[src/rtl/jogador_automatico.sv]
// Automatic player for the memory game: pulses jogar, records the LED sequence, replays it on botoes.
// Optional macro ERRO_INJ_EN adds erro_en/erro_passo to corrupt one replayed step on purpose.
module jogador_automatico #(
  parameter int DEPTH     = 16,
  parameter int JOGAR_CYC = 5,
  parameter int HOLD_CYC  = 10,
  parameter int GAP_CYC   = 10,
  parameter int QUIET_CYC = 20
) (
  input  logic                       clock,
  input  logic                       reset,
  input  logic                       iniciar,
  input  logic [3:0]                 leds,
  input  logic                       ganhou,
  input  logic                       perdeu,
`ifdef ERRO_INJ_EN
  input  logic                       erro_en,
  input  logic [$clog2(DEPTH)-1:0]   erro_passo,
`endif
  output logic                       jogar,
  output logic [3:0]                 botoes,
  output logic                       ativo,
  output logic                       terminou,
  output logic                       resultado,
  output logic [3:0]                 db_estado,
  output logic [$clog2(DEPTH+1)-1:0] db_passos
);

  localparam int NW   = $clog2(DEPTH + 1);
  localparam int IW   = (DEPTH > 1) ? $clog2(DEPTH) : 1;
  localparam int QW   = (QUIET_CYC > 1) ? $clog2(QUIET_CYC) : 1;
  localparam int TL0  = (JOGAR_CYC > HOLD_CYC) ? JOGAR_CYC : HOLD_CYC;
  localparam int TLIM = (TL0 > GAP_CYC) ? TL0 : GAP_CYC;
  localparam int TW   = (TLIM > 1) ? $clog2(TLIM) : 1;

  typedef enum logic [3:0] {
    OCIOSO  = 4'h0,
    PULSO   = 4'h1,
    OBSERVA = 4'h2,
    PRESS   = 4'h3,
    GAP     = 4'h4,
    FIM     = 4'hF
  } estado_t;

  // Game interface is level-based, no valid/ready: every registered output holds for its own timed window.
  estado_t        state_q, state_d;
  logic [TW-1:0]  timer_q, timer_d;
  logic [QW-1:0]  quiet_q, quiet_d;
  logic [NW-1:0]  n_q, n_d;
  logic [IW-1:0]  idx_q, idx_d;
  logic [3:0]     leds_prev_q;
  logic [3:0]     mem [DEPTH];
  logic           grava;
  logic           um_quente;
  logic [3:0]     passo_rd;
  logic           jogar_d, ativo_d, terminou_d, resultado_d;
  logic [3:0]     botoes_d;

  assign um_quente = (leds != 4'b0) && ((leds & (leds - 4'd1)) == 4'b0);
  assign db_estado = state_q;
  assign db_passos = n_q;

  always_ff @(posedge clock or posedge reset) begin
    if (reset) begin
      state_q     <= OCIOSO;
      timer_q     <= '0;
      quiet_q     <= '0;
      n_q         <= '0;
      idx_q       <= '0;
      leds_prev_q <= '0;
      jogar       <= 1'b0;
      botoes      <= 4'b0;
      ativo       <= 1'b0;
      terminou    <= 1'b0;
      resultado   <= 1'b0;
    end else begin
      state_q     <= state_d;
      timer_q     <= timer_d;
      quiet_q     <= quiet_d;
      n_q         <= n_d;
      idx_q       <= idx_d;
      leds_prev_q <= leds;
      jogar       <= jogar_d;
      botoes      <= botoes_d;
      ativo       <= ativo_d;
      terminou    <= terminou_d;
      resultado   <= resultado_d;
    end
  end

  always_ff @(posedge clock) begin
    if (grava) mem[IW'(n_q)] <= leds;
  end

  always_comb begin
    state_d = state_q;
    timer_d = '0;
    quiet_d = quiet_q;
    n_d     = n_q;
    idx_d   = idx_q;
    grava   = 1'b0;
    case (state_q)
      OCIOSO: if (iniciar) state_d = PULSO;
      PULSO: begin
        if (timer_q == TW'(JOGAR_CYC - 1)) begin
          state_d = OBSERVA;
          n_d     = '0;
          quiet_d = '0;
        end else begin
          timer_d = timer_q + TW'(1);
        end
      end
      OBSERVA: begin
        if (leds != 4'b0) begin
          quiet_d = '0;
          if (um_quente && (leds_prev_q == 4'b0) && (n_q < NW'(DEPTH))) begin
            grava = 1'b1;
            n_d   = n_q + NW'(1);
          end
        end else if (quiet_q == QW'(QUIET_CYC - 1)) begin
          // With nothing recorded the round has not been shown yet, so keep waiting.
          if (n_q != '0) begin
            state_d = PRESS;
            idx_d   = '0;
          end
        end else begin
          quiet_d = quiet_q + QW'(1);
        end
      end
      PRESS: begin
        if (timer_q == TW'(HOLD_CYC - 1)) state_d = GAP;
        else timer_d = timer_q + TW'(1);
      end
      GAP: begin
        if (timer_q == TW'(GAP_CYC - 1)) begin
          idx_d = idx_q + IW'(1);
          if (NW'(idx_q) + NW'(1) == n_q) begin
            state_d = OBSERVA;
            n_d     = '0;
            quiet_d = '0;
          end else begin
            state_d = PRESS;
          end
        end else begin
          timer_d = timer_q + TW'(1);
        end
      end
      FIM: if (iniciar) state_d = PULSO;
      default: state_d = OCIOSO;
    endcase
    if ((state_q != OCIOSO) && (state_q != FIM) && (ganhou || perdeu)) begin
      state_d = FIM;
      grava   = 1'b0;
      timer_d = '0;
      quiet_d = quiet_q;
      n_d     = n_q;
      idx_d   = idx_q;
    end
  end

  // Outputs are computed from the next state so they change on the edge that enters it.
  always_comb begin
    passo_rd = mem[idx_d];
`ifdef ERRO_INJ_EN
    if (erro_en && (idx_d == erro_passo)) passo_rd = {passo_rd[2:0], passo_rd[3]};
`endif
    jogar_d    = (state_d == PULSO);
    botoes_d   = (state_d == PRESS) ? passo_rd : 4'b0;
    ativo_d    = (state_d != OCIOSO) && (state_d != FIM);
    terminou_d = (state_d == FIM);
    if (state_d != FIM)      resultado_d = 1'b0;
    else if (state_q != FIM) resultado_d = ganhou;
    else                     resultado_d = resultado;
  end

endmodule

[config.mk]
export PLATFORM = sky130hd
export DESIGN_NAME = jogador_automatico
export DESIGN_NICKNAME = d
export VERILOG_FILES = /design/src/rtl/jogador_automatico.sv
export SDC_FILE = /design/constraint.sdc
export NUM_CORES = 1
export LEC_CHECK = 0
export BUFFER_PORTS_ARGS = -buffer_cell sky130_fd_sc_hd__buf_2
export CAP_MARGIN = 20
export CORE_MARGIN = 3
export CORE_UTILIZATION = 45
export DETAILED_ROUTE_END_ITERATION = 8
export PLACE_DENSITY = 0.62
export SLEW_MARGIN = 30
export SYNTH_ARGS = -nofsm -noshare
export SYNTH_HDL_FRONTEND = slang
export SYNTH_SLANG_ARGS = --single-unit
[constraint.sdc]
create_clock -name clock -period 6.5 [get_ports clock]
set_input_delay 0.65 -clock clock [delete_from_list [all_inputs] [get_ports clock]]
set_output_delay 0.65 -clock clock [all_outputs]
set_load 0.01 [all_outputs]
==> run metrics <==
part of the cycle the worst path needs=between 50% and 60%; worst path required time=about 6800 ps; initial drt markers=roughly 240; Clock Skews=about 8.4 ps; post-placement worst setup slack=2540 ps; Hold Crit Class=primary input to asynchronous set/reset pin; Final setup viols=0; most frequent cells in the layout=edfxtp_1 (64), mux2i_1 (35), dfrtp_1 (34); largest net degree at the start of global routing=35; vias in the first global route=about 2.8k; Max Cap Viol=0; core area=~9800 µm²; first-pass GRT wire length=roughly 16 mm; antenna fix cells=0; outcome=complete, no violations; root buffer cell=clkbuf_8; Power Density=257 nW/µm²; antenna violations before repair=0; PostCTS Resize Cnt=0; worst-margin pin slew=around 930 ps; CTS Buf Count=9; Distinct cells, synth=65; Post-Synthesis Cells=350; CTS max path bufs=2; CTS tree=done; Post-synth top flop=edfxtp_1; Worst slew margin=a little under two fifths; gr ovfl total=0; #FFs+latches synth=98; post-CTS setup repair buffer count=0; Die Width=around 110 µm; min cycle time layout=between 3000 and 4000 ps; Die H=about 110 µm; Post-synth EDFFs=64; # IOs=26; CP Launch Type=primary input; worst-skew pair later-pin latency=370 ps; DP HPWL=6.86 mm; Syn Nets=around 370; H-tree depth=3; critical-path maximum fanout=20; final WL=roughly 10 mm; synthesis-to-finish area growth=9.49%; IO buf count=25; Initial Util=a little under half; Final Hold Vio Count=0; total track usage=18.4%; Initial DRT Pass Iterations=6; NumNets Final=between 300 and 400; post-synthesis sequential area ratio=about three fifths; Row Count=36; Max Transition Viols Final=0; Lkg Pwr=between 0.0015 and 0.002 µW; yosys warns=0; wire per inst=approximately 19 µm; Antenna Nets Post-Route=0; Post-CTS Hold Buffers=0; DR vias=2983; CP arrival=3890 ps; Max VDD drop=around 0.10 mV; fmax=about 280 MHz; asr flop ratio synth=a little over a third; Critical Path End Type=flip-flop; commonest non-fill, non-tap cell in the layout=edfxtp_1; CTS clk-pin slew, worst paths=100 ps; DRC=0; Vias/cell=5.79; GP Congestion=approximately 0.82; TNS Setup=0 ps; clock sinks=98; Avg Cell Area, Syn=13.0 µm²; unrepaired setup endpoints after global routing=false; WS Path Type=primary input to flip-flop; share of cells above drive strength 1=between 10% and 20%; final worst slack=between 2000 and 3000 ps; Post-Synthesis Cell Area=roughly 4500 µm²; DIE AREA=between 10000 and 15000 µm²
[Yosys cell counts, drive strengths merged, types with 3 or more instances]
| cell | number | share of area [%] |
|---|---|---|
| nand2 | 21 | 1.7 |
| nor2 | 31 | 2.6 |
| clkbuf | 4 | 0.33 |
| mux2 | 4 | 0.99 |
| inv | 14 | 1.2 |
| xor2 | 4 | 0.77 |
| xnor2 | 3 | 0.58 |
| nor3 | 8 | 0.88 |
| o21ai | 10 | 1.1 |
| ha | 9 | 2.5 |
| a221oi | 3 | 0.58 |
| nand4 | 5 | 0.69 |
| a211oi | 4 | 0.94 |
| nand2b | 6 | 0.83 |
| and3 | 3 | 0.41 |
| a21oi | 8 | 0.88 |
| mux2i | 35 | 7.7 |
| a21boi | 3 | 0.50 |
| and3b | 3 | 0.58 |
| edfxtp | 64 | 42 |
| o2111ai | 3 | 0.58 |
| or4 | 6 | 1.1 |
| a221o | 4 | 0.88 |
| nand3b | 4 | 0.66 |
| or4b | 3 | 0.66 |
| buf | 7 | 0.97 |
| nand3 | 8 | 0.88 |
| o22ai | 3 | 0.41 |
| dfrtp | 34 | 19 |
[path summary, 6_finish.rpt]
| kind | cells after the start | slack, ps | from | end |
|---|---|---|---|---|
| setup reg to reg | 9 | 2960 | quiet_q[0] | botoes[0] |
| min in group clock | 2 | 520 | iniciar | terminou |
| max in group asynchronous | 3 | 5810 | reset | idx_q[2] |
| hold / removal | 3 | 370 | reset | db_passos[2] |
| setup / recovery | 9 | 2880 | leds[3] | botoes[0] |
| hold reg to reg | 1 | 530 | timer_q[0] | timer_q[0] |
[cells by family (layout without fill, tap and decap cells)]
group	after synthesis	in the layout	synth area share (%)
buf+inv	25	57	2.46
fa+ha+maj	9	9	2.48
xor+xnor	7	7	1.35
compound gates	61	61	10.2
simple gates	111	111	13.6
mux	39	39	8.72
flops	98	98	61.1
[flip-flops by register name, summed over array words and instances (netlist names)]
| register | count |
|---|---|
| db_passos | 5 |
| terminou | 1 |
| ativo | 1 |
| timer_q | 4 |
| leds_prev_q | 4 |
| idx_q | 4 |
| db_estado | 4 |
| jogar | 1 |
| mem | 64 |
| resultado | 1 |
| quiet_q | 5 |
| botoes | 4 |
[power by group]
| part | total [µW] | switching [µW] | internal, µW |
|---|---|---|---|
| sequential | 740 | 45.3 | 694 |
| clock | 371 | 225 | 146 |
| combinational | 165 | 102 | 63.3 |
| total | 1280 | 372 | 904 |
[through the flow]
step / instance area, µm² / utilization, % / hold slack (ps) / total power [µW] / instances
global placement: 4780 / 48.9 / 504 / 914 / 499
global route: 4960 / 50.8 / 406 / 1340 / 515
CTS: 4960 / 50.8 / 373 / 1280 / 515
floorplan: 4530 / - / 476 / 854 / 350
finish: 4960 / 50.8 / 366 / 1280 / 515
detailed placement: 4780 / 48.9 / 524 / 919 / 499
[final cells by class]
cell class / instances / area (µm²)
Fill cell: 847 / 4810
Sequential cell: 98 / 2770
Multi-Input combinational cell: 227 / 1650
Tap cell: 133 / 166
Timing Repair Buffer: 27 / 140
Clock buffer: 9 / 124
Clock inverter: 7 / 58.8
Inverter: 14 / 52.6
[per-layer routing]
| layer | vias to the layer above | track usage (%) | wire (µm) |
|---|---|---|---|
| met5 | - | 0 | 0 |
| met3 | 17 | 3.10 | 512 |
| li1 | 1400 | - | - |
| met1 | 1479 | 26.8 | 4590 |
| met4 | 0 | 7.03 | 194 |
| met2 | 87 | 27.7 | 4560 |
[worst max-delay path, stage by stage]
cell      delay (ps)
buf_2            210
nor4_1           650
nand4_1          400
a211oi_4         670
inv_2            420
nor2_2           350
a221o_1          210
a21oi_1           40
o32ai_1          270
Note: power is estimated with default switching activity, not from simulation.
